$ cat src/rtl/mandel_pixel_sequencer_if.sv
// rtl/mandel_pixel_sequencer_if.sv - frame request, calculator job and pixel stream bundle
interface mandel_pixel_sequencer_if #(
  parameter int WORD_LENGTH = 32,
  parameter int H_RES       = 640,
  parameter int V_RES       = 480,
  parameter int XW          = (H_RES > 1) ? $clog2(H_RES) : 1,
  parameter int YW          = (V_RES > 1) ? $clog2(V_RES) : 1
);
  logic                   frame_start;
  logic [WORD_LENGTH-1:0] re_min;
  logic [WORD_LENGTH-1:0] im_max;
  logic [WORD_LENGTH-1:0] step;
  logic [7:0]             max_iter;

  logic                   calc_start;
  logic [WORD_LENGTH-1:0] calc_re_c;
  logic [WORD_LENGTH-1:0] calc_im_c;
  logic [7:0]             calc_max_iter;
  logic                   calc_done;
  logic [9:0]             calc_depth;

  logic                   pix_valid;
  logic                   pix_ready;
  logic [9:0]             pix_depth;
  logic [XW-1:0]          pix_x;
  logic [YW-1:0]          pix_y;
  logic                   pix_last;

  logic                   busy;
  logic                   frame_done;

  modport master (
    input  frame_start, re_min, im_max, step, max_iter,
    input  calc_done, calc_depth, pix_ready,
    output calc_start, calc_re_c, calc_im_c, calc_max_iter,
    output pix_valid, pix_depth, pix_x, pix_y, pix_last, busy, frame_done
  );

  modport slave (
    output frame_start, re_min, im_max, step, max_iter,
    output calc_done, calc_depth, pix_ready,
    input  calc_start, calc_re_c, calc_im_c, calc_max_iter,
    input  pix_valid, pix_depth, pix_x, pix_y, pix_last, busy, frame_done
  );
endinterface

$ cat src/rtl/mandel_pixel_sequencer.sv
// rtl/mandel_pixel_sequencer.sv - raster scan of c coordinates, one calculator job per pixel
module mandel_pixel_sequencer #(
  parameter int WORD_LENGTH = 32,
  parameter int FRAC        = 28,
  parameter int H_RES       = 640,
  parameter int V_RES       = 480
) (
  input  logic                      sysclk,
  input  logic                      reset,
  mandel_pixel_sequencer_if.master  bus
);
  localparam int XW = (H_RES > 1) ? $clog2(H_RES) : 1;
  localparam int YW = (V_RES > 1) ? $clog2(V_RES) : 1;
  localparam logic [XW-1:0] X_LAST = XW'(H_RES - 1);
  localparam logic [YW-1:0] Y_LAST = YW'(V_RES - 1);

  if (H_RES < 1 || V_RES < 1 || FRAC >= WORD_LENGTH) begin : g_bad_params
    $error("mandel_pixel_sequencer: invalid H_RES/V_RES/FRAC");
  end

  typedef enum logic [2:0] {
    S_IDLE,
    S_ISSUE,
    S_ARM,
    S_WAIT,
    S_EMIT
  } state_t;

  state_t                 state;
  logic [XW-1:0]          x;
  logic [YW-1:0]          y;
  logic [WORD_LENGTH-1:0] re_acc;
  logic [WORD_LENGTH-1:0] im_acc;
  logic [WORD_LENGTH-1:0] re_min_q;
  logic [WORD_LENGTH-1:0] step_q;
  logic [7:0]             max_iter_q;
  logic                   calc_start_q;
  logic                   pix_valid_q;
  logic [9:0]             pix_depth_q;
  logic [XW-1:0]          pix_x_q;
  logic [YW-1:0]          pix_y_q;
  logic                   pix_last_q;
  logic                   frame_done_q;

  // Coordinates come straight from the accumulators, which only move on a pixel handshake.
  assign bus.calc_start    = calc_start_q;
  assign bus.calc_re_c     = re_acc;
  assign bus.calc_im_c     = im_acc;
  assign bus.calc_max_iter = max_iter_q;
  assign bus.pix_valid     = pix_valid_q;
  assign bus.pix_depth     = pix_depth_q;
  assign bus.pix_x         = pix_x_q;
  assign bus.pix_y         = pix_y_q;
  assign bus.pix_last      = pix_last_q;
  assign bus.busy          = (state != S_IDLE);
  assign bus.frame_done    = frame_done_q;

  always_ff @(posedge sysclk or posedge reset) begin
    if (reset) begin
      state        <= S_IDLE;
      x            <= '0;
      y            <= '0;
      re_acc       <= '0;
      im_acc       <= '0;
      re_min_q     <= '0;
      step_q       <= '0;
      max_iter_q   <= '0;
      calc_start_q <= 1'b0;
      pix_valid_q  <= 1'b0;
      pix_depth_q  <= '0;
      pix_x_q      <= '0;
      pix_y_q      <= '0;
      pix_last_q   <= 1'b0;
      frame_done_q <= 1'b0;
    end else begin
      frame_done_q <= 1'b0;
      case (state)
        S_IDLE: begin
          if (bus.frame_start) begin
            re_min_q     <= bus.re_min;
            step_q       <= bus.step;
            max_iter_q   <= bus.max_iter;
            x            <= '0;
            y            <= '0;
            re_acc       <= bus.re_min;
            im_acc       <= bus.im_max;
            calc_start_q <= 1'b1;
            state        <= S_ISSUE;
          end
        end
        S_ISSUE: begin
          calc_start_q <= 1'b0;
          state        <= S_ARM;
        end
        // The previous job's done is still high here; it drops only after this cycle.
        S_ARM: begin
          state <= S_WAIT;
        end
        S_WAIT: begin
          if (bus.calc_done) begin
            pix_depth_q <= bus.calc_depth;
            pix_x_q     <= x;
            pix_y_q     <= y;
            pix_last_q  <= (x == X_LAST) && (y == Y_LAST);
            pix_valid_q <= 1'b1;
            state       <= S_EMIT;
          end
        end
        S_EMIT: begin
          if (bus.pix_ready) begin
            pix_valid_q <= 1'b0;
            if (pix_last_q) begin
              frame_done_q <= 1'b1;
              state        <= S_IDLE;
            end else begin
              if (x == X_LAST) begin
                x      <= '0;
                y      <= y + 1'b1;
                re_acc <= re_min_q;
                im_acc <= im_acc - step_q;
              end else begin
                x      <= x + 1'b1;
                re_acc <= re_acc + step_q;
              end
              calc_start_q <= 1'b1;
              state        <= S_ISSUE;
            end
          end
        end
        default: begin
          calc_start_q <= 1'b0;
          pix_valid_q  <= 1'b0;
          state        <= S_IDLE;
        end
      endcase
    end
  end
endmodule
$ cat src/flat_wrapper.sv
// flat-port wrapper written by rule: the top's interface ports become plain ports
module mandel_pixel_sequencer_flat 
#(
  parameter int WORD_LENGTH = 32,
  parameter int FRAC        = 28,
  parameter int H_RES       = 640,
  parameter int V_RES       = 480
)
  (sysclk, reset, bus_frame_start, bus_re_min, bus_im_max, bus_step, bus_max_iter, bus_calc_done, bus_calc_depth, bus_pix_ready, bus_calc_start, bus_calc_re_c, bus_calc_im_c, bus_calc_max_iter, bus_pix_valid, bus_pix_depth, bus_pix_x, bus_pix_y, bus_pix_last, bus_busy, bus_frame_done);
  mandel_pixel_sequencer_if #(.WORD_LENGTH(WORD_LENGTH), .H_RES(H_RES), .V_RES(V_RES)) bus_i ();
  input  logic sysclk;
  input  logic reset;
  input wire logic [$bits(bus_i.frame_start)-1:0] bus_frame_start;
  input wire logic [$bits(bus_i.re_min)-1:0] bus_re_min;
  input wire logic [$bits(bus_i.im_max)-1:0] bus_im_max;
  input wire logic [$bits(bus_i.step)-1:0] bus_step;
  input wire logic [$bits(bus_i.max_iter)-1:0] bus_max_iter;
  input wire logic [$bits(bus_i.calc_done)-1:0] bus_calc_done;
  input wire logic [$bits(bus_i.calc_depth)-1:0] bus_calc_depth;
  input wire logic [$bits(bus_i.pix_ready)-1:0] bus_pix_ready;
  output wire logic [$bits(bus_i.calc_start)-1:0] bus_calc_start;
  output wire logic [$bits(bus_i.calc_re_c)-1:0] bus_calc_re_c;
  output wire logic [$bits(bus_i.calc_im_c)-1:0] bus_calc_im_c;
  output wire logic [$bits(bus_i.calc_max_iter)-1:0] bus_calc_max_iter;
  output wire logic [$bits(bus_i.pix_valid)-1:0] bus_pix_valid;
  output wire logic [$bits(bus_i.pix_depth)-1:0] bus_pix_depth;
  output wire logic [$bits(bus_i.pix_x)-1:0] bus_pix_x;
  output wire logic [$bits(bus_i.pix_y)-1:0] bus_pix_y;
  output wire logic [$bits(bus_i.pix_last)-1:0] bus_pix_last;
  output wire logic [$bits(bus_i.busy)-1:0] bus_busy;
  output wire logic [$bits(bus_i.frame_done)-1:0] bus_frame_done;
  assign bus_i.frame_start = bus_frame_start;
  assign bus_i.re_min = bus_re_min;
  assign bus_i.im_max = bus_im_max;
  assign bus_i.step = bus_step;
  assign bus_i.max_iter = bus_max_iter;
  assign bus_i.calc_done = bus_calc_done;
  assign bus_i.calc_depth = bus_calc_depth;
  assign bus_i.pix_ready = bus_pix_ready;
  assign bus_calc_start = bus_i.calc_start;
  assign bus_calc_re_c = bus_i.calc_re_c;
  assign bus_calc_im_c = bus_i.calc_im_c;
  assign bus_calc_max_iter = bus_i.calc_max_iter;
  assign bus_pix_valid = bus_i.pix_valid;
  assign bus_pix_depth = bus_i.pix_depth;
  assign bus_pix_x = bus_i.pix_x;
  assign bus_pix_y = bus_i.pix_y;
  assign bus_pix_last = bus_i.pix_last;
  assign bus_busy = bus_i.busy;
  assign bus_frame_done = bus_i.frame_done;
  mandel_pixel_sequencer #(.WORD_LENGTH(WORD_LENGTH), .FRAC(FRAC), .H_RES(H_RES), .V_RES(V_RES)) u_core (.sysclk(sysclk), .reset(reset), .bus(bus_i));
endmodule
$ cat config.mk
export PLATFORM = sky130hd
export DESIGN_NAME = mandel_pixel_sequencer_flat
export DESIGN_NICKNAME = d
export VERILOG_FILES = /design/src/rtl/mandel_pixel_sequencer_if.sv /design/src/rtl/mandel_pixel_sequencer.sv /design/src/flat_wrapper.sv
export SDC_FILE = /design/constraint.sdc
export NUM_CORES = 1
export LEC_CHECK = 0
export BUFFER_PORTS_ARGS = -buffer_cell sky130_fd_sc_hd__buf_2
export CORE_UTILIZATION = 40
export DETAILED_ROUTE_END_ITERATION = 10
export SLEW_MARGIN = 20
export SYNTH_ARGS = -nofsm -noshare
export SYNTH_HDL_FRONTEND = slang
export SYNTH_SLANG_ARGS = --single-unit
$ cat constraint.sdc
create_clock -name sysclk -period 9.7 [get_ports sysclk]
set_clock_uncertainty 0.15 [all_clocks]
set_input_delay 0.97 -clock sysclk [delete_from_list [all_inputs] [get_ports sysclk]]
set_output_delay 0.97 -clock sysclk [all_outputs]
set_load 0.02 [all_outputs]
==> impl_results.md, run 1 <==
* Post-synthesis sequential area ratio at a little over two fifths
* Fillcell total at roughly 2700
* Tmin final at roughly 4300 ps
* Worst-path clk slew at about 70 ps
* Fin crit share at 44.2%
* Final Hold Fails at 0
* Post-DP HPWL at 23800 µm
* Area Overhead vs Synth at 18.4%
* Kind of critical path: reg -> reg
* Post-cts resize count at 0
* Vias in the first global route at about 9400
* Setup Fix Bufs, Post-CTS at 0
* Initial DRT Pass Iterations at 5
* Die Y-Extent at between 150 and 200 µm
* Pwr Density at approximately 380 nW/µm²
* Sink Count at between 150 and 200
* Slowest cell on crit path: nor2_4
* FFs w/ async S/R, synth at 100%
* Sw power at 2.37 mW
* Crit path required time at ~9900 ps
* Mapped Area at between 10000 and 15000 µm²
* IO Port Bufs at roughly 220
* # Max-Cap Violations at 0
* Placer Congestion at roughly 0.90
* WL final at ~33000 µm
* Critical Path Source Type: register
* Outcome: complete, no violations
* Hold-fix buffers, CTS at 0
* Crit Reg-Reg Startpoint: u_core.state[2]
* Critical Path, Cell by Cell: inv_2, nor3b_1, o21ai_4, buf_4, nor2_4, buf_4, mux2_2
* Sw frac at a little under half
* Antenna violations before repair at 2
* Dpl ws at ~5200 ps
* Number of H-tree levels at 4
* Worst Hold Class: reg -> reg
* Leading cell type in the layout, fill and taps excluded: buf_2
* Setup TNS at 0 ps
* Max Transition Viols Final at 0
* Die Span X at between 150 and 200 µm
* Synth Net Count at around 1400
* Setup violators final at 0
* Synth cell types at 63
* Synth Warn # at 0
* RSZ-0062 raised after global routing: false
* Vias per cell at about 5.4
* Area taken by multi-input logic gates at about 6100 µm²
* Clock power frac at a little over an eighth
* F_max at roughly 230 MHz
* Initial Utilization at between 40% and 50%
* First-pass GRT wire length at slightly above 50000 µm
* Ys flop type: dfrtp_1
* Synth Area per Inst at around 9.4 µm²
* Worst VDD drop at about 0.14 mV
* Worst stage delay on the critical path at about 870 ps
* DR vias at 9782
* GRT Util Overall at between 20% and 30%
* Post-synth EDFFs at 0
* Max Root-Sink Buffers at 2
* Register area at 4780 µm²
* Largest net degree at the start of global routing at about 140
* Gate power share at a little under 60%
* Die area at around 29000 µm²
* Least-Margin Pin Slew at roughly 1000 ps
* Gr ovfl total at 0
* Antenna-violating nets left at 0
* Leakage power at 6.34 nW
* Fraction of layout cells with a size suffix above 1 at between 20% and 30%
* Post-layout util at between 40% and 50%
* Mapped Cells at between 1000 and 1500
* Arrival time of the worst setup path at around 4500 ps
* CP max FO at 80
* CTS tree: yes
* Initial DRC count at slightly above 600
* Hold Crit Start: u_core.bus.pix_y[5]
* TritonCTS Buffers at 17
* Residual DRC at 0
* Avg WL per Cell at 18.1 µm
* Cell Int Power at roughly 2.7 mW
* Io pins at ~230
* Final WS setup at 5410 ps
* Skew-Pair Late Insertion Delay at 450 ps
* Most used cell along the critical path: buf_4
* Setup crit start: u_core.state[2]
* Core ar. at roughly 28000 µm²
* Final #Nets at roughly 1600
* Reg power frac at between 20% and 30%
* Root buf cell: clkbuf_16
* FF+latch count, synth at between 150 and 200
* Row cnt at 61
* Max-slew headroom at between 30% and 40%
* Most frequent cells in the layout: buf_2 (224), dfrtp_1 (191), nand2_1 (135)
* CP Capture Type: register
-- metrics by stage --
stage | total power, mW | area, µm² | instances | hold WS, ps
after floorplan | 3.60 | 11300 | 1204 | 322
after global placement | 4.33 | 12800 | 1762 | 314
after CTS | 5.09 | 13300 | 1794 | 342
final | 5.08 | 13300 | 1796 | 340
after global routing | 5.51 | 13300 | 1796 | 368
after detailed placement | 4.37 | 12800 | 1762 | 325
-- flip-flops by register name (all words and copies together), names as in the netlist --
register                  count
u_core.bus.frame_done         1
u_core.re_min_q              32
u_core.y                      9
u_core.bus.calc_im_c         32
u_core.bus.calc_start         1
u_core.bus.calc_max_iter      8
u_core.bus.pix_x             10
u_core.state                  3
u_core.bus.pix_valid          1
u_core.bus.pix_last           1
u_core.bus.pix_depth         10
u_core.x                     10
u_core.bus.pix_y              9
u_core.bus.calc_re_c         32
u_core.step_q                32
-- cells by family (layout without fill, tap and decap cells) --
family,count (synthesis),after routing,share of synthesized area [%]
DFF,191,191,42.4
adders and majority gates,66,66,7.47
muxes,79,79,7.80
AOI/OAI and AO/OA,384,384,21.4
xor gates and xnor gates,50,50,3.89
other,0,2,0
buffers and inverters,104,316,3.56
and+or+nand+nor,330,330,13.5
-- synthesized netlist by cell type (4+ instances only) --
library cell	count	area [µm²]
and3_1	16	100
o31a_1	4	35.0
nand2_1	136	510
nor2_1	73	274
or3_1	12	75.1
nand3_1	24	120
nor3_1	17	85.1
a211oi_1	16	120
mux2i_1	9	90.1
clkbuf_1	38	143
o21bai_1	4	30.0
o21ai_1	53	265
dfrtp_1	191	4780
nor2b_1	6	37.5
a31oi_1	20	125
a221oi_1	7	61.3
ha_1	64	801
inv_1	47	176
xor2_1	22	193
a21o_1	38	285
xnor2_1	28	245
mux2_2	70	788
nand4_1	13	81.3
buf_2	8	40.0
nor3b_1	6	45.0
a22oi_1	5	37.5
a222oi_1	4	40.0
o211ai_1	12	90.1
a21oi_1	92	460
o31ai_1	6	45.0
nand2b_1	10	62.6
a22o_1	4	35.0
o21ai_0	75	375
nand3b_1	5	37.5
o22ai_1	4	25.0
buf_1	10	37.5
o21a_1	9	67.6
-- worst max-delay path, delay by kind of cell, from the launching register on --
family	cells	cell delay, ps
multiplexers	1	410
flip-flops	1	590
AND/OR/NAND/NOR	2	1480
AO/OA/AOI/OAI	1	100
buffers and inverters	3	1390
-- routing by layer --
layer	track usage (%)	vias up	share of wire, %
met3	3.99	37	4.2
met2	35.8	216	46
met4	7.09	0	1.8
li1	-	4779	-
met1	32.2	4750	48
met5	0	-	0
-- power by group through the flow --
stage | clock (mW) | sequential [mW] | combinational, mW
5_1_grt | 0.744 | 1.42 | 3.34
4_1_cts | 0.709 | 1.38 | 3.00
2_1_floorplan | 0 | 1.51 | 2.09
6_report | 0.698 | 1.38 | 3.00
3_3_place_gp | 0 | 1.38 | 2.94
3_5_place_dp | 0 | 1.39 | 2.98
-- cell type report --
cell class	instances	share of cell area, %
multi-input combinational	909	45.8
sequential	191	35.9
tap	378	3.55
antenna	2	0.0376
inverter	48	1.41
clock inverter	13	0.986
clock buffer	19	3.25
timing repair buffer	236	9.09
-- final timing paths --
path                                                  to  slack [ps]  cells after the start
worst max-delay path                   u_core.step_q[31]        5410                      7
worst max register to register         u_core.step_q[31]        5410                      7
worst min-delay path                 u_core.bus.pix_y[5]         340                      2
min in group asynchronous        u_core.bus.pix_depth[8]         540                      2
worst min register to register       u_core.bus.pix_y[5]         340                      2
max in group asynchronous       u_core.bus.calc_re_c[11]        7390                      3
Note: power is estimated with default switching activity, not from simulation.
==> run 2: changes to the inputs <==
==> constraint.sdc (replaced) <==
create_clock -name sysclk -period 4.2 [get_ports sysclk]
set_clock_uncertainty 0.15 [all_clocks]
set_input_delay 0.42 -clock sysclk [delete_from_list [all_inputs] [get_ports sysclk]]
set_output_delay 0.42 -clock sysclk [all_outputs]
set_load 0.02 [all_outputs]
==> impl_results.md, run 2 (same netlist as run 1, synthesis figures left out) <==
* Gate power share at 58.8% (-0.3 points)
* Post-DP HPWL at 24100 µm (+1.0%)
* Gr ovfl total at 0 (unchanged)
* Critical Path, Cell by Cell: ha_1, fa_1, a21o_1, a31oi_1, nor3b_1, o2111ai_1, a31oi_1, a2111oi_0, nor2_1, mux2i_1, o22a_1
* Slowest cell on crit path: dfrtp_1
* Sw frac at 47.2% (+0.54 points)
* CTS tree: yes
* Fraction of layout cells with a size suffix above 1 at 25.1% (+0.28 points)
* Reg2Reg Setup Slack at 1020 ps (-4400 ps)
* Placer Congestion at 0.870 (-2.9%)
* Largest net degree at the start of global routing at 117 (-13%)
* Worst Hold Class: in -> reg
* Setup Fix Bufs, Post-CTS at 0 (unchanged)
* Finished Layout Cells at 1799 (+0.17%)
* Row cnt at 61 (unchanged)
* Worst-path clk slew at 80 ps (about the same)
* Tmin final at 3180 ps (-1100 ps)
* Vias in the first global route at 9444 (+0.79%)
* Area taken by multi-input logic gates at 6110 µm² (unchanged)
* Worst VDD drop at 0.298 mV (+110%)
* Setup TNS at 0 ps (unchanged)
* Worst stage delay on the critical path at 450 ps (-420 ps)
* Fin area at 13400 µm² (+0.82%)
* Avg WL per Cell at 18.1 µm (-0.17%)
* First-pass GRT wire length at 51100 µm (+0.25%)
* Pwr Density at 886 nW/µm² (+130%)
* Max Transition Viols Final at 0 (unchanged)
* Fillcell total at 2685 (-0.074%)
* Number of H-tree levels at 4 (unchanged)
* F_max at 314 MHz (+35%)
* Root buf cell: clkbuf_16
* Antenna violations before repair at 1 (-1)
* Fin crit share at 75.8% (+32 points)
* Stages on worst setup path at 11 (+4)
* Io pins at 225 (unchanged)
* Kind of critical path: reg -> reg
* Worst Setup EP: u_core.bus.calc_re_c[30]
* GRT Util Overall at 22.9% (about the same)
* Antenna-violating nets left at 0 (unchanged)
* Delay-heaviest family, CP: compound AO/OA/AOI/OAI gates
* WL final at 32600 µm (about the same)
* Cell Int Power at 6.28 mW (+130%)
* Die Span X at 170 µm (unchanged)
* Worst R2R End: u_core.bus.calc_re_c[30]
* Arrival time of the worst setup path at 3370 ps (-1090 ps)
* Register area at 4780 µm² (unchanged)
* Sink Count at 191 (unchanged)
* Max-slew headroom at 40.2% (+10 points)
* TritonCTS Buffers at 17 (unchanged)
* Core ar. at 27700 µm² (unchanged)
* Die Y-Extent at 170 µm (unchanged)
* Leakage power at 6.39 nW (+0.93%)
* DR vias at 9852 (+0.72%)
* Sw power at 5.62 mW (+140%)
* Reg2Reg Depth at 11 (+4)
* Critical Path Source Type: register
* Area Overhead vs Synth at 19.3%
* Reg power frac at 26.7% (-0.5 points)
* Final #Nets at 1592 (+0.25%)
* Placed insts at 1765 (+0.17%)
* Die area at 28800 µm² (unchanged)
* Outcome: complete, no violations
* Most used cell along the critical path: a31oi_1
* Most frequent cells in the layout: buf_2 (224), dfrtp_1 (191), nand2_1 (135)
* Buf/Inv on CP at 0 (-3)
* Initial DRT Pass Iterations at 7 (+2)
* IO Port Bufs at 224 (unchanged)
* Leading cell type in the layout, fill and taps excluded: buf_2
* Crit Reg-Reg Startpoint: u_core.step_q[0]
* Placed Area at 12800 µm² (+0.34%)
* Vias per cell at 5.48 (+0.55%)
* CP Capture Type: register
* Least-Margin Pin Slew at 895 ps (-153 ps)
* Initial DRC count at 496 (-20%)
* Crit path required time at 4380 ps (-5500 ps)
* # Max-Cap Violations at 0 (unchanged)
* RSZ-0062 raised after global routing: false
* Final Hold Fails at 0 (unchanged)
* Setup violators final at 0 (unchanged)
* Setup crit start: u_core.step_q[0]
* CP max FO at 3 (-96%)
* Residual DRC at 0 (unchanged)
* Max Root-Sink Buffers at 2 (unchanged)
* Clock power frac at 14.5% (+0.8 points)
* Skew-Pair Late Insertion Delay at 450 ps (about the same)
* Initial Utilization at 40.6% (unchanged)
## run 2: power groups by stage
stage / clock network, mW / logic, mW / registers, mW
2_1_floorplan: 0 / 4.84 / 3.48
3_3_place_gp: 0 / 6.86 / 3.19
3_5_place_dp: 0 / 6.94 / 3.20
4_1_cts: 1.77 / 7.00 / 3.17
5_1_grt: 1.84 / 7.77 / 3.27
6_report: 1.73 / 7.00 / 3.18
## run 2: layout make-up
class	instances	share of cell area, %
diodes	1	0.0186
clock buffers	17	3.17
clock inverters	15	1.46
inverters	48	1.37
multi-input cells	909	45.5
flip-flops and latches	191	35.6
well taps	378	3.52
repair buffers	240	9.44
## run 2: what timing repair did
action / CTS / global route
gates resized for setup: 0 / 0
endpoints found under the setup margin: 0 / 0
hold buffers: 1 / 0
hold endpoints to repair: 12 / 0
## run 2: metrics by stage
stage               util, %  hold WS [ps]  setup WS [ps]  power [mW]
finish                 48.5          35.0           1020        11.9
global route           48.5          17.2            695        12.9
floorplan                 -           322           1170        8.32
detailed placement     46.2           256            997        10.1
CTS                    48.5          23.1            979        11.9
global placement       46.2           261           1030        10.1
## run 2: tightest hold or removal path, cell delays in order
cell     delay [ps]
buf_2            70
nand2_1          30
o21ai_1          60
## run 2: worst min path at each step
stage / slack [ps] / depth (start not counted) / start / to
floorplan: 320 / 1 / u_core.re_min_q[25] / u_core.re_min_q[25]
global placement: 260 / 2 / reset / u_core.bus.pix_y[6]
detailed placement: 260 / 2 / reset / u_core.bus.pix_y[6]
CTS: 20 / 2 / bus_calc_depth[5] / u_core.bus.pix_depth[5]
global route: 20 / 2 / bus_calc_depth[7] / u_core.bus.pix_depth[7]
finish: 30 / 3 / bus_step[5] / u_core.step_q[5]
## run 2: metal layers
layer / wire, µm / track usage [%]
met5: 0 / 0
met4: 890 / 7.76
met3: 1550 / 4.29
met2: 15100 / 36.2
met1: 15100 / 31.4
==> run 3: changes to the inputs <==
==> constraint.sdc (replaced) <==
create_clock -name sysclk -period 2.6 [get_ports sysclk]
set_clock_uncertainty 0.15 [all_clocks]
set_input_delay 0.26 -clock sysclk [delete_from_list [all_inputs] [get_ports sysclk]]
set_output_delay 0.26 -clock sysclk [all_outputs]
set_load 0.02 [all_outputs]
==> impl_results.md, run 3 (same netlist as run 1, synthesis figures left out) <==
* Most frequent cells in the layout: buf_2 (224), buf_4 (212), dfrtp_1 (189)
* Worst-path clk slew at 80 ps (about the same)
* Reg2Reg Depth at 11 (unchanged)
* Root buf cell: clkbuf_16
* CP max FO at 3 (unchanged)
* Number of H-tree levels at 4 (unchanged)
* Die area at 28800 µm² (unchanged)
* Cell Int Power at 13.8 mW (+120%)
* CTS tree: yes
* Avg WL per Cell at 17.5 µm (-3.6%)
* Post-DP HPWL at 26700 µm (+11%)
* DR vias at 11300 (+15%)
* Fillcell total at 2348 (-13%)
* Initial DRC count at 663 (+34%)
* Clock power frac at 11.4% (-3.1 points)
* Area Overhead vs Synth at 51.0%
* IO Port Bufs at 224 (unchanged)
* Final WS setup at -293 ps (-1310 ps)
* Initial Utilization at 40.6% (unchanged)
* GRT Util Overall at 26.1% (+3.2 points)
* Max Root-Sink Buffers at 2 (unchanged)
* RSZ-0062 raised after global routing: true
* Worst Hold Class: in -> reg
* Max-slew headroom at 65.9% (+26 points)
* WL final at 37100 µm (+14%)
* Hold Worst Slack at 14.9 ps (-20.1 ps)
* Dpl ws at -543 ps (-1540 ps)
* Gr ovfl total at 0 (unchanged)
* Vias per cell at 5.31 (-3.0%)
* Fin crit share at 111% (+35 points)
* Crit path required time at 2780 ps (-1600 ps)
* Outcome: complete, but fails checks
* Placer Congestion at 0.917 (+5.4%)
* Sw power at 10.8 mW (+92%)
* Hold depth at 3 (unchanged)
* Failing checks: negative setup slack
* # Max-Cap Violations at 0 (unchanged)
* Initial DRT Pass Iterations at 5 (-2)
* Fraction of layout cells with a size suffix above 1 at 39.0% (+14 points)
* Worst VDD drop at 0.608 mV (+100%)
* Die Span X at 170 µm (unchanged)
* Reg power frac at 20.5% (-6.2 points)
* Antenna violations before repair at 0 (-1)
* Sw frac at 43.8% (-3.4 points)
* Sink Count at 191 (unchanged)
* Final #Nets at 1921 (+21%)
* Die Y-Extent at 170 µm (unchanged)
* Area taken by multi-input logic gates at 6820 µm² (+12%)
* Arrival time of the worst setup path at 3080 ps (-290 ps)
* Row cnt at 61 (unchanged)
* TritonCTS Buffers at 17 (unchanged)
* First-pass GRT wire length at 58200 µm (+14%)
* Critical Path Source Type: register
* Skew-Pair Late Insertion Delay at 460 ps (about the same)
* Tmin final at 2890 ps (-290 ps)
* Largest net degree at the start of global routing at 81 (-31%)
* Residual DRC at 0 (unchanged)
* Gate power share at 68.1% (+9.3 points)
* Setup violators final at 38 (+38)
* Core ar. at 27700 µm² (unchanged)
* Final Hold Fails at 0 (unchanged)
* Ant. Diodes at 0 (-1)
* Vias in the first global route at 11200 (+19%)
* Leakage power at 8.10 nW (+27%)
* Register area at 4780 µm² (about the same)
* Antenna-violating nets left at 0 (unchanged)
* F_max at 346 MHz (+10%)
* Leading cell type in the layout, fill and taps excluded: buf_2
* CP Capture Type: register
* Pwr Density at 1450 nW/µm² (+63%)
* Least-Margin Pin Slew at 510 ps (-385 ps)
* Max Transition Viols Final at 0 (unchanged)
* Kind of critical path: reg -> reg
* Io pins at 225 (unchanged)
==> run 3: cell types whose count changed in the layout (fill, tap and decap cells not counted), moves of 14 or more <==
cell | previous run | this run
buf_6 | 0 | 18
ha_1 | 64 | 50
o21ai_0 | 75 | 54
buf_4 | 13 | 212
a21oi_1 | 92 | 71
dlygate4sd3_1 | 1 | 109
a21oi_2 | 0 | 16
==> run 3: per-layer routing <==
metal  up-vias  part of all wire (%)  global-route usage, %
met5         -                     0                      0
met4         0                   3.7                   11.6
met3        79                   4.9                   4.24
met2       353                    47                   41.9
met1      5429                    45                   34.7
li1       5441                     -                      -
==> run 3: path summary, 6_finish.rpt <==
check                                           end           startpoint  slack (ps)
max in group asynchronous          u_core.step_q[1]                reset        1520
max                        u_core.bus.calc_im_c[30]     u_core.step_q[2]        -290
min reg2reg                     u_core.bus.pix_y[5]  u_core.bus.pix_y[5]         330
min                        u_core.bus.calc_im_c[24]       bus_im_max[24]          10
max reg2reg                u_core.bus.calc_im_c[30]     u_core.step_q[2]        -290
min in group asynchronous       u_core.re_min_q[29]                reset         340
==> run 3: final cells by class <==
class,count,area share (%)
sequential,191,28.1
inverter,48,1.10
multi-input combinational,909,40.1
tap,378,2.78
timing repair buffer,569,24.3
clock buffer,18,2.58
clock inverter,14,1.02
==> run 3: power groups by stage <==
| stage | combinational, mW | clock [mW] | sequential (mW) |
|---|---|---|---|
| global route | 18.2 | 2.96 | 5.18 |
| floorplan | 7.93 | 0 | 5.64 |
| global placement | 14.0 | 0 | 5.03 |
| finish | 16.8 | 2.80 | 5.06 |
| CTS | 15.7 | 2.84 | 5.03 |
| detailed placement | 14.2 | 0 | 5.06 |
==> run 3: critical path: stages (launching register included) <==
cell and delay [ps]:
dfrtp_1 370, inv_1 70, ha_1 310, nor2b_4 140
o31a_1 260, o41a_1 400, o31ai_4 260, a211oi_4 120
a211o_1 250, a31oi_1 200, xor2_1 160, o21ai_1 70
==> run 3: timing repair <==
action                                 in CTS  in global routing
cloned                                      0                  0
gates resized for setup                    97                 74
setup endpoints to repair                  45                 53
pin swaps                                  78                 64
buffers inserted                           18                 17
endpoints found under the hold margin     320                  0
hold buffers                              109                  0
==> run 3: per-stage QoR <==
stage	setup TNS (ps)	area, µm²	instances	power [mW]	utilization [%]
finish	-4950	17000	2127	24.6	61.4
global route	-10060	17000	2127	26.4	61.4
CTS	-4350	16600	2114	23.6	60.0
detailed placement	-9960	14400	1958	19.3	51.8
global placement	-8070	14400	1958	19.0	51.8
floorplan	-54660	11300	1204	13.6	-
